<file path="src/rtl/mem_arbiter_if.sv">
// mem_arbiter_if: CPU bus, loader port and memory port shared by mem_arbiter and its user
//   cpu_*   : T80 bus side (sel/mreq/rd/wr/rfsh/addr/din in, q/wait_n out)
//   ld_*    : host download port (download/wr/addr/data in, wait out)
//   mem_*   : single-port memory (addr/data/we out, q in)
//   cpu_reset: registered reset to the CPU
interface mem_arbiter_if #(parameter int ADDR_W = 16);
  logic              cpu_sel;
  logic              cpu_mreq_n;
  logic              cpu_rd_n;
  logic              cpu_wr_n;
  logic              cpu_rfsh_n;
  logic [ADDR_W-1:0] cpu_addr;
  logic [7:0]        cpu_din;
  logic [7:0]        cpu_q;
  logic              cpu_wait_n;
  logic              ld_download;
  logic              ld_wr;
  logic [ADDR_W-1:0] ld_addr;
  logic [7:0]        ld_data;
  logic              ld_wait;
  logic              cpu_reset;
  logic [ADDR_W-1:0] mem_addr;
  logic [7:0]        mem_data;
  logic              mem_we;
  logic [7:0]        mem_q;
  modport slave (
    input  cpu_sel, cpu_mreq_n, cpu_rd_n, cpu_wr_n, cpu_rfsh_n, cpu_addr, cpu_din,
    input  ld_download, ld_wr, ld_addr, ld_data, mem_q,
    output cpu_q, cpu_wait_n, ld_wait, cpu_reset, mem_addr, mem_data, mem_we
  );
  modport master (
    output cpu_sel, cpu_mreq_n, cpu_rd_n, cpu_wr_n, cpu_rfsh_n, cpu_addr, cpu_din,
    output ld_download, ld_wr, ld_addr, ld_data, mem_q,
    input  cpu_q, cpu_wait_n, ld_wait, cpu_reset, mem_addr, mem_data, mem_we
  );
endinterface

</file>
<file path="src/rtl/mem_arbiter.sv">
// mem_arbiter: shares one single-port memory between the T80 CPU bus and a one-deep download write buffer
//   clk, reset : system clock, asynchronous active-high reset
//   bus        : mem_arbiter_if slave modport (CPU bus, loader port, memory port, cpu_reset)
module mem_arbiter #(
  parameter int ADDR_W = 16,
  parameter int RD_LAT = 1
) (
  input logic         clk,
  input logic         reset,
  mem_arbiter_if.slave bus
);
  typedef enum logic [1:0] {IDLE, CPU_RD, CPU_WR, LD_WR} state_t;
  state_t            state_q, state_d;
  logic              cpu_req, new_req, go_ld, go_cpu, complete, ld_acc;
  logic              cpu_req_d_q, cpu_req_d_d;
  logic              cpu_pend_q, cpu_pend_d;
  logic              cpu_done_q, cpu_done_d;
  logic              c_wr_q, c_wr_d;
  logic [ADDR_W-1:0] c_addr_q, c_addr_d;
  logic [7:0]        c_data_q, c_data_d;
  logic [7:0]        cpu_q_q, cpu_q_d;
  logic              ld_full_q, ld_full_d;
  logic              ld_prio_q, ld_prio_d;
  logic [ADDR_W-1:0] l_addr_q, l_addr_d;
  logic [7:0]        l_data_q, l_data_d;
  logic [7:0]        lat_q, lat_d;
  logic              cpu_reset_q;
  always_comb begin
    cpu_req  = bus.cpu_sel & ~bus.cpu_mreq_n & bus.cpu_rfsh_n & (~bus.cpu_rd_n | ~bus.cpu_wr_n);
    // a request rising while an aborted access is still pending is picked up once that access retires
    new_req  = cpu_req & ~cpu_req_d_q & ~cpu_pend_q;
    go_ld    = ld_full_q & (~cpu_pend_q | bus.ld_download | ld_prio_q);
    go_cpu   = cpu_pend_q & ~go_ld;
    complete = (state_q == CPU_WR) | ((state_q == CPU_RD) & (lat_q == 8'(RD_LAT - 1)));
    ld_acc   = bus.ld_wr & (~ld_full_q | (state_q == LD_WR));
    state_d  = (state_q == IDLE) ? (go_ld ? LD_WR : go_cpu ? (c_wr_q ? CPU_WR : CPU_RD) : IDLE)
             : ((state_q == CPU_RD) & ~complete) ? CPU_RD : IDLE;
    lat_d       = ((state_q == CPU_RD) & ~complete) ? lat_q + 8'd1 : 8'd0;
    // while pending, cpu_req_d only tracks a fall so an abort-then-re-request is seen as a fresh edge later
    cpu_req_d_d = cpu_pend_q ? (cpu_req_d_q & cpu_req) : cpu_req;
    cpu_pend_d  = new_req | (cpu_pend_q & ~complete);
    c_addr_d    = new_req ? bus.cpu_addr : c_addr_q;
    c_data_d    = new_req ? bus.cpu_din : c_data_q;
    c_wr_d      = new_req ? ~bus.cpu_wr_n : c_wr_q;
    // completion of an aborted access must not release a newer, not yet latched request
    cpu_done_d  = cpu_req & (cpu_done_q | (complete & cpu_req_d_q));
    cpu_q_d     = ((state_q == CPU_RD) & complete) ? bus.mem_q : cpu_q_q;
    ld_full_d   = ld_acc | (ld_full_q & (state_q != LD_WR));
    l_addr_d    = ld_acc ? bus.ld_addr : l_addr_q;
    l_data_d    = ld_acc ? bus.ld_data : l_data_q;
    ld_prio_d   = (state_q == LD_WR) ? 1'b0 : ld_prio_q | (complete & ld_full_q);
  end
  always_ff @(posedge clk or posedge reset)
    if (reset) begin
      state_q     <= IDLE;
      lat_q       <= '0;
      cpu_req_d_q <= 1'b0;
      cpu_pend_q  <= 1'b0;
      cpu_done_q  <= 1'b0;
      c_wr_q      <= 1'b0;
      c_addr_q    <= '0;
      c_data_q    <= '0;
      cpu_q_q     <= 8'hFF;
      ld_full_q   <= 1'b0;
      ld_prio_q   <= 1'b0;
      l_addr_q    <= '0;
      l_data_q    <= '0;
      cpu_reset_q <= 1'b1;
    end else begin
      state_q     <= state_d;
      lat_q       <= lat_d;
      cpu_req_d_q <= cpu_req_d_d;
      cpu_pend_q  <= cpu_pend_d;
      cpu_done_q  <= cpu_done_d;
      c_wr_q      <= c_wr_d;
      c_addr_q    <= c_addr_d;
      c_data_q    <= c_data_d;
      cpu_q_q     <= cpu_q_d;
      ld_full_q   <= ld_full_d;
      ld_prio_q   <= ld_prio_d;
      l_addr_q    <= l_addr_d;
      l_data_q    <= l_data_d;
      cpu_reset_q <= bus.ld_download;
    end
  // the address is shown during the IDLE decision so a registered RAM has data by the first CPU_RD clock
  assign bus.mem_addr   = (state_q == CPU_RD || state_q == CPU_WR) ? c_addr_q
                        : (state_q == LD_WR) ? l_addr_q
                        : go_ld ? l_addr_q : go_cpu ? c_addr_q : '0;
  assign bus.mem_data   = (state_q == CPU_WR) ? c_data_q : (state_q == LD_WR) ? l_data_q : 8'h00;
  assign bus.mem_we     = (state_q == CPU_WR) | (state_q == LD_WR);
  assign bus.cpu_q      = cpu_q_q;
  assign bus.cpu_wait_n = ~(cpu_req & ~cpu_done_q);
  assign bus.ld_wait    = ld_full_q;
  assign bus.cpu_reset  = cpu_reset_q;
endmodule
</file>
<file path="src/flat_wrapper.sv">
// flat-port wrapper written by rule: the top's interface ports become plain ports
module mem_arbiter_flat 
#(
  parameter int ADDR_W = 16,
  parameter int RD_LAT = 1
)
  (clk, reset, bus_cpu_sel, bus_cpu_mreq_n, bus_cpu_rd_n, bus_cpu_wr_n, bus_cpu_rfsh_n, bus_cpu_addr, bus_cpu_din, bus_ld_download, bus_ld_wr, bus_ld_addr, bus_ld_data, bus_mem_q, bus_cpu_q, bus_cpu_wait_n, bus_ld_wait, bus_cpu_reset, bus_mem_addr, bus_mem_data, bus_mem_we);
  mem_arbiter_if #(.ADDR_W(ADDR_W)) bus_i ();
  input logic clk;
  input logic reset;
  input wire logic [$bits(bus_i.cpu_sel)-1:0] bus_cpu_sel;
  input wire logic [$bits(bus_i.cpu_mreq_n)-1:0] bus_cpu_mreq_n;
  input wire logic [$bits(bus_i.cpu_rd_n)-1:0] bus_cpu_rd_n;
  input wire logic [$bits(bus_i.cpu_wr_n)-1:0] bus_cpu_wr_n;
  input wire logic [$bits(bus_i.cpu_rfsh_n)-1:0] bus_cpu_rfsh_n;
  input wire logic [$bits(bus_i.cpu_addr)-1:0] bus_cpu_addr;
  input wire logic [$bits(bus_i.cpu_din)-1:0] bus_cpu_din;
  input wire logic [$bits(bus_i.ld_download)-1:0] bus_ld_download;
  input wire logic [$bits(bus_i.ld_wr)-1:0] bus_ld_wr;
  input wire logic [$bits(bus_i.ld_addr)-1:0] bus_ld_addr;
  input wire logic [$bits(bus_i.ld_data)-1:0] bus_ld_data;
  input wire logic [$bits(bus_i.mem_q)-1:0] bus_mem_q;
  output wire logic [$bits(bus_i.cpu_q)-1:0] bus_cpu_q;
  output wire logic [$bits(bus_i.cpu_wait_n)-1:0] bus_cpu_wait_n;
  output wire logic [$bits(bus_i.ld_wait)-1:0] bus_ld_wait;
  output wire logic [$bits(bus_i.cpu_reset)-1:0] bus_cpu_reset;
  output wire logic [$bits(bus_i.mem_addr)-1:0] bus_mem_addr;
  output wire logic [$bits(bus_i.mem_data)-1:0] bus_mem_data;
  output wire logic [$bits(bus_i.mem_we)-1:0] bus_mem_we;
  assign bus_i.cpu_sel = bus_cpu_sel;
  assign bus_i.cpu_mreq_n = bus_cpu_mreq_n;
  assign bus_i.cpu_rd_n = bus_cpu_rd_n;
  assign bus_i.cpu_wr_n = bus_cpu_wr_n;
  assign bus_i.cpu_rfsh_n = bus_cpu_rfsh_n;
  assign bus_i.cpu_addr = bus_cpu_addr;
  assign bus_i.cpu_din = bus_cpu_din;
  assign bus_i.ld_download = bus_ld_download;
  assign bus_i.ld_wr = bus_ld_wr;
  assign bus_i.ld_addr = bus_ld_addr;
  assign bus_i.ld_data = bus_ld_data;
  assign bus_i.mem_q = bus_mem_q;
  assign bus_cpu_q = bus_i.cpu_q;
  assign bus_cpu_wait_n = bus_i.cpu_wait_n;
  assign bus_ld_wait = bus_i.ld_wait;
  assign bus_cpu_reset = bus_i.cpu_reset;
  assign bus_mem_addr = bus_i.mem_addr;
  assign bus_mem_data = bus_i.mem_data;
  assign bus_mem_we = bus_i.mem_we;
  mem_arbiter #(.ADDR_W(ADDR_W), .RD_LAT(RD_LAT)) u_core (.clk(clk), .reset(reset), .bus(bus_i));
endmodule
</file>
<file path="config.mk">
export PLATFORM = sky130hd
export DESIGN_NAME = mem_arbiter_flat
export DESIGN_NICKNAME = d
export VERILOG_FILES = /design/src/rtl/mem_arbiter_if.sv /design/src/rtl/mem_arbiter.sv /design/src/flat_wrapper.sv
export SDC_FILE = /design/constraint.sdc
export NUM_CORES = 1
export LEC_CHECK = 0
export BUFFER_PORTS_ARGS = -buffer_cell sky130_fd_sc_hd__buf_2
export CAP_MARGIN = 15
export CORE_AREA = 2 2 84 86
export DETAILED_ROUTE_END_ITERATION = 6
export DIE_AREA = 0 0 86 88
export PLACE_DENSITY = 0.78
export SYNTH_ARGS = -nofsm -noshare
export SYNTH_HDL_FRONTEND = slang
export SYNTH_SLANG_ARGS = --single-unit
</file>
<file path="constraint.sdc">
create_clock -name clk -period 7 [get_ports clk]
set_input_delay 1.75 -clock clk [delete_from_list [all_inputs] [get_ports clk]]
set_output_delay 1.75 -clock clk [all_outputs]
set_load 0.02 [all_outputs]
</file>
==> run metrics <==
power share of the combinational group 48.4%; Synth Area per Inst 12.65 um^2; most frequent cells in the layout buf_2 (100), dfrtp_1 (64), mux2_2 (56); boundary pin count 101; leak pwr 1.929 nW; vias in the first global route 2394; Area growth, synth to finish 24.10%; DPL Wire Length 4.711 mm; Worst path max stage delay 360 ps; largest net degree at the start of global routing 74; Initial Utilization 48.93%; Worst setup startpoint bus_ld_download; Worst R2R End u_core.l_addr_q[11]$_DFFE_PP0P_; CTS Buf Count 9; Max Freq 215.3 MHz; Setup crit end bus_mem_addr[12]; r2r setup slk 4630 ps; Post-synth EDFFs 0; core area 6644 um^2; DRT Pass-1 Iters 4; ys flop type dfrtp_1; CTS resizes 0; Max H-tree Level 3; Tot GR Track Use 18.54%; worst hold margin 499.0 ps; cell accounting for the most synthesized area dfrtp_1; Die Y 88 um; met3 wire len 479 um; Critical Path AT 2890 ps; Yosys cell types 34; status complete, no violations; Yosys warnings 0; final setup fails 0; fraction of layout cells with a size suffix above 1 53.01%; final std cells w/o fill 446; post-route ant nets 0; worst slew pin tran 1038 ps; fin crit share 66.35%; CP max stage cell a311oi_2; worst skew pair latency 340 ps; R2R cell count 4; commonest non-fill, non-tap cell in the layout buf_2; first-pass GRT wire length 10.85 mm; RR Startpoint u_core.state_q[0]$_DFF_PP0_; clock network power share 16.0%; CTS tree built; Crit Path Max Fanout 14; DR top layer met4; Max VDD drop 0.2773 mV; Std-Cell Rows 30; Setup CP Type in2out; Core Util, Final 60.72%; average routed wire per standard cell 14.84 um; metal1 wirelength 2.809 mm; HP Class reg2reg; P_int 1.231 mW; Seq/Total Area, Yosys 56.54%; Die X 86 um; Hold Buf Count CTS 0; Switching Fraction 39.49%; Worst-path clk slew 80 ps; Yosys reg bits 73; Post-synth ARST share 100.0%; Top cell by count, worst path buf_2; DR vias/cell 5.220; worst path cell trace buf_2 > nor2_1 > a311oi_2 > buf_4 > a22o_1 > buf_2; DP Cell Count 429; Crit. End Element primary output; Synth area leaders dfrtp_1 (49%), mux2_2 (19%), dfstp_2 (7.3%); via count 2328; Root Driver clkbuf_8; initial drt markers 97; Psw 0.8034 mW; met2 WL 3.245 mm; syn nets 328; Post-Syn Area 3251 um^2; crit start category input port; Port Buf Inserts 100; DRC Markers 0; Pwr per Cell Area 504.4 nW/um^2; Congestion Overflow GR 0; top cell type's share of synthesized area 49.27%; routability cong. 0.7737; Final Skew 3.753 ps; total wire length 6.620 mm; Post CTS Setup Buffer Count 0; fin nets 432; Worst EP required 5250 ps; RSZ-0062 raised after global routing false; CTS Sinks 73; final hold vios 0; Antenna diodes 0; Slew headroom 30.60%; max-cap violations 0; initial antenna violation count 0; sequential group share of total power 35.6%; full die area 7568 um^2; Final Max Tran Viols 0; crit path time final 4645 ps; Setup TNS Final 0 ps; Post-Synthesis Cells 257; CTS max path bufs 2
## registers in the layout (all words and copies together) (netlist names), 2 cells and up
register / cells
u_core.c_addr_q: 16
u_core.l_addr_q: 16
u_core.bus.cpu_q: 8
u_core.c_data_q: 8
u_core.l_data_q: 8
u_core.lat_q: 8
u_core.state_q: 2
## cell usage after synthesis (2+ instances only)
| library cell | number |
|---|---|
| or3_1 | 4 |
| buf_1 | 2 |
| or4b_1 | 2 |
| o21ai_0 | 12 |
| clkbuf_1 | 4 |
| or2_2 | 2 |
| a22o_1 | 16 |
| mux2_2 | 56 |
| nor2b_1 | 2 |
| nand4_1 | 2 |
| dfrtp_1 | 64 |
| buf_2 | 4 |
| a211oi_2 | 2 |
| xor2_1 | 2 |
| nand3_1 | 3 |
| a21oi_1 | 5 |
| ha_1 | 6 |
| nor2_1 | 12 |
| nand2_1 | 22 |
| inv_1 | 12 |
| nand2b_1 | 2 |
| dfstp_2 | 9 |
## critical path: cells and delay by family
family | cells | cell delay, ps
simple gates | 1 | 50
compound gates | 2 | 530
buf+inv | 3 | 550
## power by group through the flow
stage,Combinational [mW],Sequential (mW),Clock [mW]
4_1_cts,0.990,0.723,0.333
6_report,0.985,0.723,0.326
3_5_place_dp,0.989,0.730,0
3_3_place_gp,0.956,0.723,0
5_1_grt,1.07,0.748,0.351
2_1_floorplan,0.689,0.733,0
## worst min-delay path by stage
| stage | from | endpoint | slack, ps | cells past startpoint |
|---|---|---|---|---|
| 6_report | u_core.lat_q[0]$_DFF_PP0_ | u_core.lat_q[0]$_DFF_PP0_ | 500 | 1 |
| 5_1_grt | u_core.l_addr_q[6]$_DFFE_PP0P_ | u_core.l_addr_q[6]$_DFFE_PP0P_ | 520 | 1 |
| 3_5_place_dp | u_core.lat_q[0]$_DFF_PP0_ | u_core.lat_q[0]$_DFF_PP0_ | 490 | 1 |
| 2_1_floorplan | u_core.lat_q[0]$_DFF_PP0_ | u_core.lat_q[0]$_DFF_PP0_ | 450 | 1 |
| 4_1_cts | u_core.lat_q[0]$_DFF_PP0_ | u_core.lat_q[0]$_DFF_PP0_ | 500 | 1 |
| 3_3_place_gp | u_core.lat_q[0]$_DFF_PP0_ | u_core.lat_q[0]$_DFF_PP0_ | 480 | 1 |
## kinds of logic (layout without fill, tap and decap cells)
logic type	after synthesis	after routing	synth area share, %
flip-flops	73	73	56.54
multiplexers	57	57	19.71
AND/OR/NAND/NOR	54	54	8.198
AO/OA/AOI/OAI	42	42	9.738
buffers and inverters	22	131	2.694
adder cells (fa/ha/maj)	6	6	2.309
XOR/XNOR	3	3	0.8085
## layout make-up
type	count	area (um^2)
inverter	12	45.04
fill	548	2610
clock buffer	11	141.4
tap	80	100.1
clock inverter	5	55.05
timing repair buffer	103	523.0
multi-input combinational	162	1331
sequential	73	1838
## routing by layer
metal	vias to the layer above	global-route usage [%]
met5	-	0
met4	0	7.504
met3	8	5.467
met2	80	30.87
met1	1125	22.75
li1	1115	-
## through the flow
stage          setup slack [ps]  power (mW)  area (um^2)
2_1_floorplan              2370       1.422         3251
3_3_place_gp               1935       1.678         3830
3_5_place_dp               1823       1.719         3830
4_1_cts                    1836       2.047         4026
5_1_grt                    2269       2.167         4034
6_report                   2355       2.035         4034
Power figures use the tool's default switching activity.
